`src/rtl/rv32i_types_pkg.sv`:
```
// Shared RV32I core constants used by the datapath blocks.
// Latency: n/a (constants only).
// Backpressure: n/a.
package rv32i_types_pkg;

   localparam int XLEN       = 32;
   localparam int XLEN_BYTES = XLEN / 8;

endpackage

```
`src/rtl/byte_stream_packer.sv`:
```
// Packs a byte stream into little-endian words with per-lane strobes; flush emits a partial word.
// Latency: one cycle from the completing byte (or executed flush) to word_valid.
// Backpressure: byte_ready drops only on the completing byte while the output word is stalled, or while a flush waits.
module byte_stream_packer
   import rv32i_types_pkg::*;
#(
   parameter int N_BYTES = XLEN_BYTES,
   parameter int N_BITS  = N_BYTES * 8
) (
   input  logic               CLK,
   input  logic               nRST,
   input  logic [7:0]         byte_in,
   input  logic               byte_valid,
   output logic               byte_ready,
   input  logic               flush,
   output logic [N_BITS-1:0]  word_out,
   output logic [N_BYTES-1:0] word_strb,
   output logic               word_valid,
   input  logic               word_ready,
   output logic               busy
);

   localparam int            CW   = $clog2(N_BYTES);
   localparam logic [CW-1:0] LAST = CW'(N_BYTES - 1);

   // assembly state
   logic [CW-1:0]      cnt_q, cnt_d;
   logic [N_BITS-1:0]  asm_q, asm_d;
   logic               pend_q, pend_d;

   // output register
   logic [N_BITS-1:0]  wout_q, wout_d;
   logic [N_BYTES-1:0] wstrb_q, wstrb_d;
   logic               wvld_q, wvld_d;

   // datapath helpers
   logic               byte_hs;
   logic               out_free;
   logic               complete;
   logic               flush_req;
   logic [CW:0]        cnt_inc;
   logic [N_BITS-1:0]  asm_fill;
   logic [N_BYTES-1:0] fill_strb;

   // Stall only the byte that would need the output register while it is stuck,
   // and everything while a deferred flush waits; word_ready feeds straight through.
   always_comb begin
      byte_ready = !pend_q && !((cnt_q == LAST) && wvld_q && !word_ready);
   end

   // Merge this cycle's byte into the assembly image and work out the resulting lane count.
   always_comb begin
      byte_hs   = byte_valid & byte_ready;
      out_free  = !wvld_q | word_ready;
      flush_req = flush | pend_q;
      complete  = byte_hs && (cnt_q == LAST);
      cnt_inc   = {1'b0, cnt_q} + (CW + 1)'(byte_hs);
      asm_fill  = asm_q;
      for (int k = 0; k < N_BYTES; k++) begin
         if (byte_hs && (cnt_q == CW'(k))) begin
            asm_fill[8*k +: 8] = byte_in;
         end
      end
      fill_strb = '0;
      for (int k = 0; k < N_BYTES; k++) begin
         fill_strb[k] = (cnt_inc > (CW + 1)'(k));
      end
   end

   // Decide what moves into the output register: a completed word wins over a flush,
   // a flush with no bytes held is dropped, and a flush that cannot move yet is parked.
   always_comb begin
      cnt_d   = cnt_inc[CW-1:0];
      asm_d   = asm_fill;
      pend_d  = pend_q;
      wout_d  = wout_q;
      wstrb_d = wstrb_q;
      wvld_d  = wvld_q & !word_ready;
      if (complete) begin
         // byte_ready guarantees the output register is free here
         wout_d  = asm_fill;
         wstrb_d = '1;
         wvld_d  = 1'b1;
         cnt_d   = '0;
         asm_d   = '0;
         pend_d  = 1'b0;
      end else if (flush_req && (cnt_inc != '0)) begin
         if (out_free) begin
            // unfilled lanes are already zero because the assembly clears on every emit
            wout_d  = asm_fill;
            wstrb_d = fill_strb;
            wvld_d  = 1'b1;
            cnt_d   = '0;
            asm_d   = '0;
            pend_d  = 1'b0;
         end else begin
            pend_d  = 1'b1;
         end
      end else if (flush_req) begin
         pend_d = 1'b0;
      end
   end

   // State registers; reset drops any partial or pending word without emitting it.
   always_ff @(posedge CLK or negedge nRST) begin
      if (!nRST) begin
         cnt_q   <= '0;
         asm_q   <= '0;
         pend_q  <= 1'b0;
         wout_q  <= '0;
         wstrb_q <= '0;
         wvld_q  <= 1'b0;
      end else begin
         cnt_q   <= cnt_d;
         asm_q   <= asm_d;
         pend_q  <= pend_d;
         wout_q  <= wout_d;
         wstrb_q <= wstrb_d;
         wvld_q  <= wvld_d;
      end
   end

   // Output drive straight from the output register.
   always_comb begin
      word_out   = wout_q;
      word_strb  = wstrb_q;
      word_valid = wvld_q;
      busy       = (cnt_q != '0) | wvld_q | pend_q;
   end

endmodule

```
`config.mk`:
```
export PLATFORM = sky130hd
export DESIGN_NAME = byte_stream_packer
export DESIGN_NICKNAME = d
export VERILOG_FILES = /design/src/rtl/rv32i_types_pkg.sv /design/src/rtl/byte_stream_packer.sv
export SDC_FILE = /design/constraint.sdc
export NUM_CORES = 1
export LEC_CHECK = 0
export ABC_AREA = 1
export BUFFER_PORTS_ARGS = -buffer_cell sky130_fd_sc_hd__buf_2
export CAP_MARGIN = 20
export CORE_MARGIN = 3
export CORE_UTILIZATION = 60
export CTS_CLUSTER_SIZE = 24
export DETAILED_ROUTE_END_ITERATION = 16
export PLACE_DENSITY = 0.84
export RECOVER_POWER = 25
export SLEW_MARGIN = 20
export SYNTH_ARGS = -nofsm -noshare
export SYNTH_HDL_FRONTEND = slang
export SYNTH_SLANG_ARGS = --single-unit
```
`constraint.sdc`:
```
create_clock -name CLK -period 4.4 [get_ports CLK]
set_input_delay 0.66 -clock CLK [delete_from_list [all_inputs] [get_ports CLK]]
set_output_delay 0.66 -clock CLK [all_outputs]
set_load 0.05 [all_outputs]
```
# After elaboration in Yosys (flattened, before gate mapping)
# Index checks and enable logic that the tools add are counted.
# word_totals
input_bits	13
output_inout_bits	39
ff_bits	72
# classes
addsub	1
n_eq_ne	3
bitwise_logic	6
order_cmp	4
muxes	23
n_reduce_logical	19
# op_table
cell	count
two-way mux 32 bit	6
two-way mux 8 bit	4
two-way mux 4 bit	3
logical AND 1 bit	8
two-way mux 1 bit	7
> comparator 3 x 1 -> 1 bit (second input constant)	2
> comparator 3 x 2 -> 1 bit (second input constant)	2
two-way mux 2 bit	3
nonzero test 2 bit	3
nonzero test 3 bit	2
equality test 2 bit (second input constant)	2
logical NOT 1 bit	4
bitwise OR 1 bit	4
adder 2 x 1 -> 3 bit	1
AND 1 bit	2
equality test 2 x 1 -> 1 bit (second input constant)	1
logical NOT 2 bit	1
AND reduction 2 bit	1

# Logic depth before layout (Yosys ltp)
# Gate-level depths: netlist of the first run.
# depth
depth_word	11
mapped_depth	16
ltp_nobuf	15

# Least setup slack after synthesis of the first run
# Ideal clock, no wire load.
# synth_path
path_type	input to register
startpoint	in word_ready
endpoint	reg wout_q[14] (netlist: word_out[14])
setup_time_ns	0.065
t_required_ns	4.335
path_slack_ns	1.213
stages	16
path_buffers	1
arrival_ns	3.122
cell_sequence	inv_1 nand2_1 inv_1 a21oi_1 and2_1 ha_1 inv_1 ha_1 nor2_1 nand2_1 nand3_1 nand2_4 inv_4 buf_2 nand2_1 nand2_1
# synth_between
elab_chain_cells	10
# synth_lines
item	line_no	rtl
from (decl)	byte_stream_packer.sv:19	input logic word_ready,
logical NOT 1 bit *	byte_stream_packer.sv:48	byte_ready = !pend_q && !((cnt_q == LAST) && wvld_q && !word_ready);
logical AND 1 bit *	byte_stream_packer.sv:48	
logical NOT 1 bit *	byte_stream_packer.sv:48	
logical AND 1 bit *	byte_stream_packer.sv:48	
via byte_ready	byte_stream_packer.sv:14	output logic byte_ready,
AND 1 bit *	byte_stream_packer.sv:53	byte_hs = byte_valid & byte_ready;
adder 2 x 1 -> 3 bit / logical AND 1 bit (equally long branches)	byte_stream_packer.sv:57, byte_stream_packer.sv:60	
nonzero test 3 bit / two-way mux 8 bit (equally long branches)	byte_stream_packer.sv:87, byte_stream_packer.sv:60	
logical AND 1 bit / two-way mux 32 bit (equally long branches)	byte_stream_packer.sv:87, byte_stream_packer.sv:88	
nonzero test 2 bit (no line) / two-way mux 32 bit (equally long branches)	-	
AND reduction 2 bit (no line) / two-way mux 32 bit (equally long branches)	-	
to (signal assigned)	byte_stream_packer.sv:117	wout_q <= wout_d;
to (decl)	byte_stream_packer.sv:32	logic [N_BITS-1:0] wout_q, wout_d;
# The timed path passes the listed nets; every way through them passes the cells marked *. The select of a mux whose other input is x is not followed.
# A chain may end at the register's enable or synchronous reset.

# Worst setup path in the final report of the first run
# layout_path
startpoint	in word_ready
endpoint	reg wout_q[21] (netlist: word_out[21])
# layout_between
elab_chain_cells	10
# layout_lines
item	line_no
logical NOT 1 bit	byte_stream_packer.sv:48
logical AND 1 bit	byte_stream_packer.sv:48
logical NOT 1 bit	byte_stream_packer.sv:48
logical AND 1 bit	byte_stream_packer.sv:48
AND 1 bit	byte_stream_packer.sv:53
adder 2 x 1 -> 3 bit / logical AND 1 bit (equally long branches)	byte_stream_packer.sv:57, byte_stream_packer.sv:60
nonzero test 3 bit / two-way mux 8 bit (equally long branches)	byte_stream_packer.sv:87, byte_stream_packer.sv:60
logical AND 1 bit / two-way mux 32 bit (equally long branches)	byte_stream_packer.sv:87, byte_stream_packer.sv:88
nonzero test 2 bit (no line) / two-way mux 32 bit (equally long branches)	-
AND reduction 2 bit (no line) / two-way mux 32 bit (equally long branches)	-
# Several ways; a longest one is shown, not always the timed one. The select of a mux whose other input is x is not followed.

==> results of run 1 <==
[area by class of cell]
class                           instances  share of cell area
Tap cell                               67             0.02310
Inverter                               36             0.03828
Multi-Input combinational cell        240              0.3183
Sequential cell                        72              0.4966
Clock inverter                          6             0.01655
Timing Repair Buffer                   52             0.07207
Clock buffer                           10             0.03517
[worst max-delay path, cell delays in order]
cell and delay, ps:
sky130_fd_sc_hd__buf_2 80, sky130_fd_sc_hd__inv_1 30, sky130_fd_sc_hd__nand2_1 170, sky130_fd_sc_hd__inv_1 70
sky130_fd_sc_hd__a21oi_1 150, sky130_fd_sc_hd__and2_1 140, sky130_fd_sc_hd__ha_1 170, sky130_fd_sc_hd__inv_1 50
sky130_fd_sc_hd__ha_1 300, sky130_fd_sc_hd__nor2_1 110, sky130_fd_sc_hd__nand2_1 70, sky130_fd_sc_hd__nand3_1 110
sky130_fd_sc_hd__nand2_4 320, sky130_fd_sc_hd__inv_4 480, sky130_fd_sc_hd__nand2_1 140, sky130_fd_sc_hd__nand2_1 100
[cells in the final DEF, fill, tap and decap left out]
cell type                    instances
sky130_fd_sc_hd__o21ai_2            16
sky130_fd_sc_hd__clkinv_2            4
sky130_fd_sc_hd__clkinv_1            1
sky130_fd_sc_hd__inv_1              33
sky130_fd_sc_hd__or2_2               1
sky130_fd_sc_hd__clkinvlp_4          2
sky130_fd_sc_hd__o21ai_0             5
sky130_fd_sc_hd__or2_1               1
sky130_fd_sc_hd__inv_4               1
sky130_fd_sc_hd__buf_2              50
sky130_fd_sc_hd__and2_1             17
sky130_fd_sc_hd__clkbuf_8            9
sky130_fd_sc_hd__nand2_4             1
sky130_fd_sc_hd__bufinv_16           1
sky130_fd_sc_hd__clkbuf_1            2
sky130_fd_sc_hd__a21oi_1             1
sky130_fd_sc_hd__buf_4               1
sky130_fd_sc_hd__nand2_1           150
sky130_fd_sc_hd__nand4_4             3
sky130_fd_sc_hd__nand3_1            19
sky130_fd_sc_hd__ha_1                3
sky130_fd_sc_hd__nand4_2             1
sky130_fd_sc_hd__dfrtp_1            72
sky130_fd_sc_hd__nor2_1             22
[synthesized netlist by cell type (all sizes together)]
cell type / n / area share
or2: 2 / 0.0039
nand2: 151 / 0.18
ha: 3 / 0.012
and2: 17 / 0.033
clkinv: 2 / 0.0027
inv: 34 / 0.041
dfrtp: 72 / 0.56
nand4: 4 / 0.024
nand3: 19 / 0.030
nor2: 22 / 0.026
buf: 13 / 0.031
a21oi: 1 / 0.0016
o21ai: 21 / 0.052
[path summary, 6_finish.rpt]
path	start	to	slack [ps]	cells past startpoint
max	word_ready	word_out[21]$_DFFE_PN0P_	1510	16
min	word_out[12]$_DFFE_PN0P_	word_out[12]$_DFFE_PN0P_	470	2
max reg2reg	word_valid$_DFF_PN0_	word_out[21]$_DFFE_PN0P_	1520	14
min reg2reg	word_out[12]$_DFFE_PN0P_	word_out[12]$_DFFE_PN0P_	470	2
max in group asynchronous	nRST	word_out[0]$_DFFE_PN0P_	2230	2
min in group asynchronous	nRST	word_strb[1]$_DFFE_PN0P_	840	1
[per-layer routing]
metal / track usage / up-vias / part of all wire
met5: 0 / - / 0
met4: 0.09794 / 0 / 0.016
met3: 0.04422 / 11 / 0.056
met2: 0.3476 / 72 / 0.47
met1: 0.2796 / 1120 / 0.45
li1: - / 1211 / -
[power by group through the flow]
stage	Sequential [µW]	Clock, µW	Combinational, µW
after global routing	1000	530	1440
final	983	492	1310
after detailed placement	994	0	1310
after CTS	983	500	1320
after global placement	987	0	1280
after floorplan	1380	0	701
[state kept, by name, summed over array words and instances (netlist names)]
| signal | flops |
|---|---|
| cnt_q | 2 |
| word_strb | 4 |
| word_valid | 1 |
| pend_q | 1 |
| word_out | 32 |
| asm_q | 32 |
[per-stage QoR]
step / cell area, µm² / hold WS [ps] / power [µW] / worst slack [ps]
after floorplan: 3196 / 364.4 / 2079 / 1213
after global routing: 3628 / 487.5 / 2974 / 1273
final: 3628 / 466.9 / 2787 / 1513
after detailed placement: 3442 / 453.1 / 2308 / 1209
after global placement: 3442 / 453.2 / 2268 / 1317
after CTS: 3630 / 421.3 / 2807 / 1521
[logic make-up (layout without fill, tap and decap cells)]
family | after synthesis | after routing
AOI/OAI and AO/OA | 22 | 22
DFF | 72 | 72
and+or+nand+nor | 215 | 215
adders and majority gates | 3 | 3
buffers and inverters | 49 | 104
==> impl_metrics.yaml, run 1 <==
status:
  run_status: "finished, violations left"
  violations: "max-capacitance violations, max-slew violations"
sta:
  grt_setup_unrepaired: "false"
  hold_viol_final: 0
  worst_slew_margin_rel: -0.2706
  timing.fmax_mhz: 346.3
  final.setup_skew_ps: 10.15
  fin_setup_tns_ps: 0
  final_min_period_over_clock_period: 0.6562
  setup-violations-final: 0
  tightestPinTransition_ps: 1906
  final_max_slew_viol_count: 38
  post_layout_minimum_cycle_time_ps: 2887
cts:
  cts_root_buf: "sky130_fd_sc_hd__clkbuf_8"
  clk_pin_slew_ps: 70
  cts_resized: 0
  cts_hold_buf: 0
  count_of_buffers_added_by_post_cts_timing_repair_for_setup: 0
  clkLatencyLatePin_ps: 340
  cts_tree: "built"
  clkSinkCount: 72
  clk_path_buf_depth: 2
  cts_buf_count: 9
  cts_max_level: 3
power_and_ir_drop:
  switching_share_of_total_power: 0.4720
  internal_power_uw: 1472
  p_sw_uw: 1316
  power.static_leakage_uw: 0.002072
  seq_power_share: 0.353
  cellPowerDensity_mw_per_mm2: 768.2
  ir_worst_vdd_mv: 0.4102
  clkPwrFrac: 0.177
  comb_power_share: 0.471
floorplanning:
  initial_cell_density_of_the_core: 0.6466
  die-height_um: 78.98
  core_area_mm2: 0.004942
  rows: 25
  boundaryPins: 52
  die-width_um: 78.98
  die-area_mm2: 0.006238
yosys:
  postSynthRegisterBits: 72
  largest_family_of_logic_cells_by_synthesized_area: "simple AND/OR/NAND/NOR gates"
  post_synthesis_share_of_cell_area_spent_on_and_or_nand_and_nor_gates: 0.2964
  synth.mux.area_fraction: 0
  synthXorXnorAreaFrac: 0
  synthesis.yosys.warnings: 0
  synth.net_count: 377
  netlist_instances: 361
  syn-mean-instance-area_um2: 8.852
  syn-cell-area_mm2: 0.003196
  synth-adder-area-share: 0.01175
  netlist-cell-type-count: 21
  fraction_of_the_mapped_netlist_area_in_compound_gates: 0.05325
  ys_seq_area_frac: 0.5638
route:
  number_of_vias_after_detailed_routing: 2414
  finalWirelength_um: 6218
  drt_drc_violations_left: 0
  drt-vias-per-instance: 4.998
  wl_per_cell_um: 12.87
  first_pass_iteration_count_of_the_detailed_router: 4
  ant_nets: 0
  drt_iter0_markers: 157
setup_path:
  cp.required_ps: 4670
  crit_path_start_kind: "primary input"
  crit_fanout: 55
  crit_path_end_kind: "flop"
  worst-setup-path-type: "primary input to flop"
  worst_ep_arrival_time_ps: 3160
global_routing:
  grt_antenna_before_repair: 0
  grt.overflow.total: 0
  grt_pass1_vias: 2286
  grt_usage: 0.2149
  grt_max_degree: 56
  grt_first_pass_wirelength_um: 10460
job:
  number_of_maximum_capacitance_violations: 1
final_layout:
  regArea_mm2: 0.001802
  post_route_cells_drive_above_1_share: 0.2163
  antenna_cells: 0
  fillerInstances: 372
  multi_input_comb_area_mm2: 0.001155
  net_total_in_the_final_layout: 427
  area_growth_synth_to_finish_pct: 13.55
  final_core_utilization: 0.7342
  fin_cells: 483
place:
  post-dp-hpwl_um: 4200
  place.port_buffers: 51
  placedCellCount: 467
  place_congestion: 0.8792
worst_hold_path:
  timing.hold.worst.class: "flop to flop"
Power figures use the tool's default switching activity.
==> run 2, diff against run 1 <==
- CORE_UTILIZATION: 60 -> 56
- PLACE_DENSITY: 0.84 -> 0.79
- clock period: 4.4 -> 3 ns (I/O delays scaled with it)
==> run 2 against run 1 <==
The run still ends with max-capacitance violations, max-slew violations left. Utilization down 4.7 points. Via count up 0.25%. Sequential share of layout area down 0.20 points. Global-route usage up 0.87 points. Wire length up 6.8%. Sequential power up 46%. Final area up 0.41%. Power up 48%. Critical path depth down 3. Critical endpoint is now asm_q[16]$_DFF_PN0_. Largest power group unchanged.
==> impl_metrics.yaml, run 2 (synthesized netlist as in run 1, its figures left out) <==
sta:
  grt_setup_unrepaired: "false"
  final_max_slew_viol_count: 30
  worst_slew_margin_rel: -0.01383
  final_min_period_over_clock_period: 0.8860
  finalWorstSetupSlack_ps: 342.1
  fin_setup_tns_ps: 0
  tightestPinTransition_ps: 1521
  timing.fmax_mhz: 376.2
  hold_viol_final: 0
  setup-violations-final: 0
  final.setup_skew_ps: 8.535
  post_layout_minimum_cycle_time_ps: 2658
route:
  first_pass_iteration_count_of_the_detailed_router: 6
  finalWirelength_um: 6642
  drt_iter0_markers: 169
  drt-vias-per-instance: 4.959
  drt_drc_violations_left: 0
  wl_per_cell_um: 13.61
  ant_nets: 0
  number_of_vias_after_detailed_routing: 2420
place:
  place_congestion: 0.7699
  placedCellCount: 472
  post-dp-hpwl_um: 4450
  dp_slack_ps: 167.7
  area_after_detailed_placement_mm2: 0.003465
  place.port_buffers: 51
final_layout:
  antenna_cells: 0
  net_total_in_the_final_layout: 429
  most-common-layout-cells: "sky130_fd_sc_hd__nand2_1, sky130_fd_sc_hd__dfrtp_1, sky130_fd_sc_hd__buf_2"
  multi_input_comb_area_mm2: 0.001159
  regArea_mm2: 0.001802
  area_growth_synth_to_finish_pct: 14.02
  fillerInstances: 443
  final_cell_area_mm2: 0.003643
  fin_cells: 488
  post_route_cells_drive_above_1_share: 0.2177
  final_core_utilization: 0.6871
  final_common_cell: "sky130_fd_sc_hd__nand2_1"
power_and_ir_drop:
  clkPwrFrac: 0.179
  comb_power_share: 0.470
  cellPowerDensity_mw_per_mm2: 1130
  ir_worst_vdd_mv: 0.5580
  internal_power_uw: 2168
  seq_power_share: 0.350
  p_sw_uw: 1951
  power.static_leakage_uw: 0.002076
  switching_share_of_total_power: 0.4736
global_routing:
  grt_max_degree: 52
  grt_antenna_before_repair: 0
  grt_pass1_vias: 2378
  grt_first_pass_wirelength_um: 11110
  grt.overflow.total: 0
  grt_usage: 0.2236
setup_path:
  crit_path_top_delay_cell: "sky130_fd_sc_hd__inv_4"
  crit_fanout: 51
  cp.required_ps: 3280
  crit_path_start_kind: "flop"
  crit_path_end_kind: "flop"
  worst_ep_arrival_time_ps: 2940
  worst-setup-path-type: "flop to flop"
  cp_slowest_stage_delay_ps: 400
  crit_chain: "nand2_1 -> inv_1 -> a21oi_2 -> and2_1 -> ha_1 -> inv_1 -> ha_1 -> nor2_1 -> nand2_1 -> nand3_1 -> nand2_4 -> inv_4 -> and2_1"
cts:
  clk_path_buf_depth: 2
  count_of_buffers_added_by_post_cts_timing_repair_for_setup: 0
  cts_hold_buf: 0
  cts_root_buf: "sky130_fd_sc_hd__clkbuf_8"
  cts_buf_count: 9
  clkLatencyLatePin_ps: 340
  cts_resized: 0
  clkSinkCount: 72
  cts_tree: "built"
  clk_pin_slew_ps: 80
  cts_max_level: 3
floorplanning:
  die-area_mm2: 0.006649
  boundaryPins: 52
  core_area_mm2: 0.005303
  initial_cell_density_of_the_core: 0.6026
  rows: 26
  die-height_um: 81.54
  die-width_um: 81.54
job:
  number_of_maximum_capacitance_violations: 1
worst_hold_path:
  timing.hold.worst.class: "primary input to asynchronous set/reset pin"
status:
  run_status: "finished, violations left"
  violations: "max-capacitance violations, max-slew violations"
[run 2: cell types whose count changed in the layout (fill, tap and decap cells not counted)]
cell,delta
sky130_fd_sc_hd__clkbuf_1,+2
sky130_fd_sc_hd__a21oi_1,-1
sky130_fd_sc_hd__a21oi_2,+1
[run 2: final timing paths]
check | from | end | slack, ps | cells after the start
worst max-delay path | word_valid$_DFF_PN0_ | asm_q[16]$_DFF_PN0_ | 340 | 13
min in group CLK | word_strb[0]$_DFFE_PN0P_ | word_strb[0]$_DFFE_PN0P_ | 470 | 1
max in group asynchronous | nRST | word_out[14]$_DFFE_PN0P_ | 620 | 2
worst max register to register | word_valid$_DFF_PN0_ | asm_q[16]$_DFF_PN0_ | 340 | 13
worst min-delay path | nRST | word_out[10]$_DFFE_PN0P_ | 380 | 1
worst min register to register | word_strb[0]$_DFFE_PN0P_ | word_strb[0]$_DFFE_PN0P_ | 470 | 1
[run 2: final cells by class]
cell class / count / share of cell area
Timing Repair Buffer: 54 / 0.07383
Sequential cell: 72 / 0.4945
Tap cell: 70 / 0.02404
Clock buffer: 10 / 0.03503
Clock inverter: 6 / 0.01648
Multi-Input combinational cell: 240 / 0.3180
Inverter: 36 / 0.03812
[run 2: power groups by stage]
stage / Sequential (µW) / Clock (µW) / Combinational, µW
6_report: 1440 / 738 / 1940
5_1_grt: 1480 / 781 / 2150
4_1_cts: 1440 / 748 / 1960
3_5_place_dp: 1460 / 0 / 1940
3_3_place_gp: 1450 / 0 / 1900
2_1_floorplan: 2020 / 0 / 1030
[run 2: critical path, delay by kind of cell (launching register included)]
family | cells | cell delay, ps
AO/OA/AOI/OAI | 1 | 130
adder cells (fa/ha/maj) | 2 | 470
buffers and inverters | 3 | 530
flip-flops | 1 | 390
AND/OR/NAND/NOR | 7 | 1060
[run 2: metal layers]
layer / track usage / up-vias / routed length [µm]
li1: - / 1216 / -
met3: 0.03399 / 10 / 311
met4: 0.09966 / 0 / 129
met1: 0.2971 / 1127 / 2987
met5: 0 / - / 0
met2: 0.3648 / 67 / 3213
[run 2: per-stage QoR]
step | hold WS [ps] | total power [µW]
floorplan | 154.4 | 3053
global placement | 451.3 | 3343
detailed placement | 452.5 | 3402
CTS | 101.2 | 4149
global route | 461.3 | 4414
finish | 375.7 | 4118
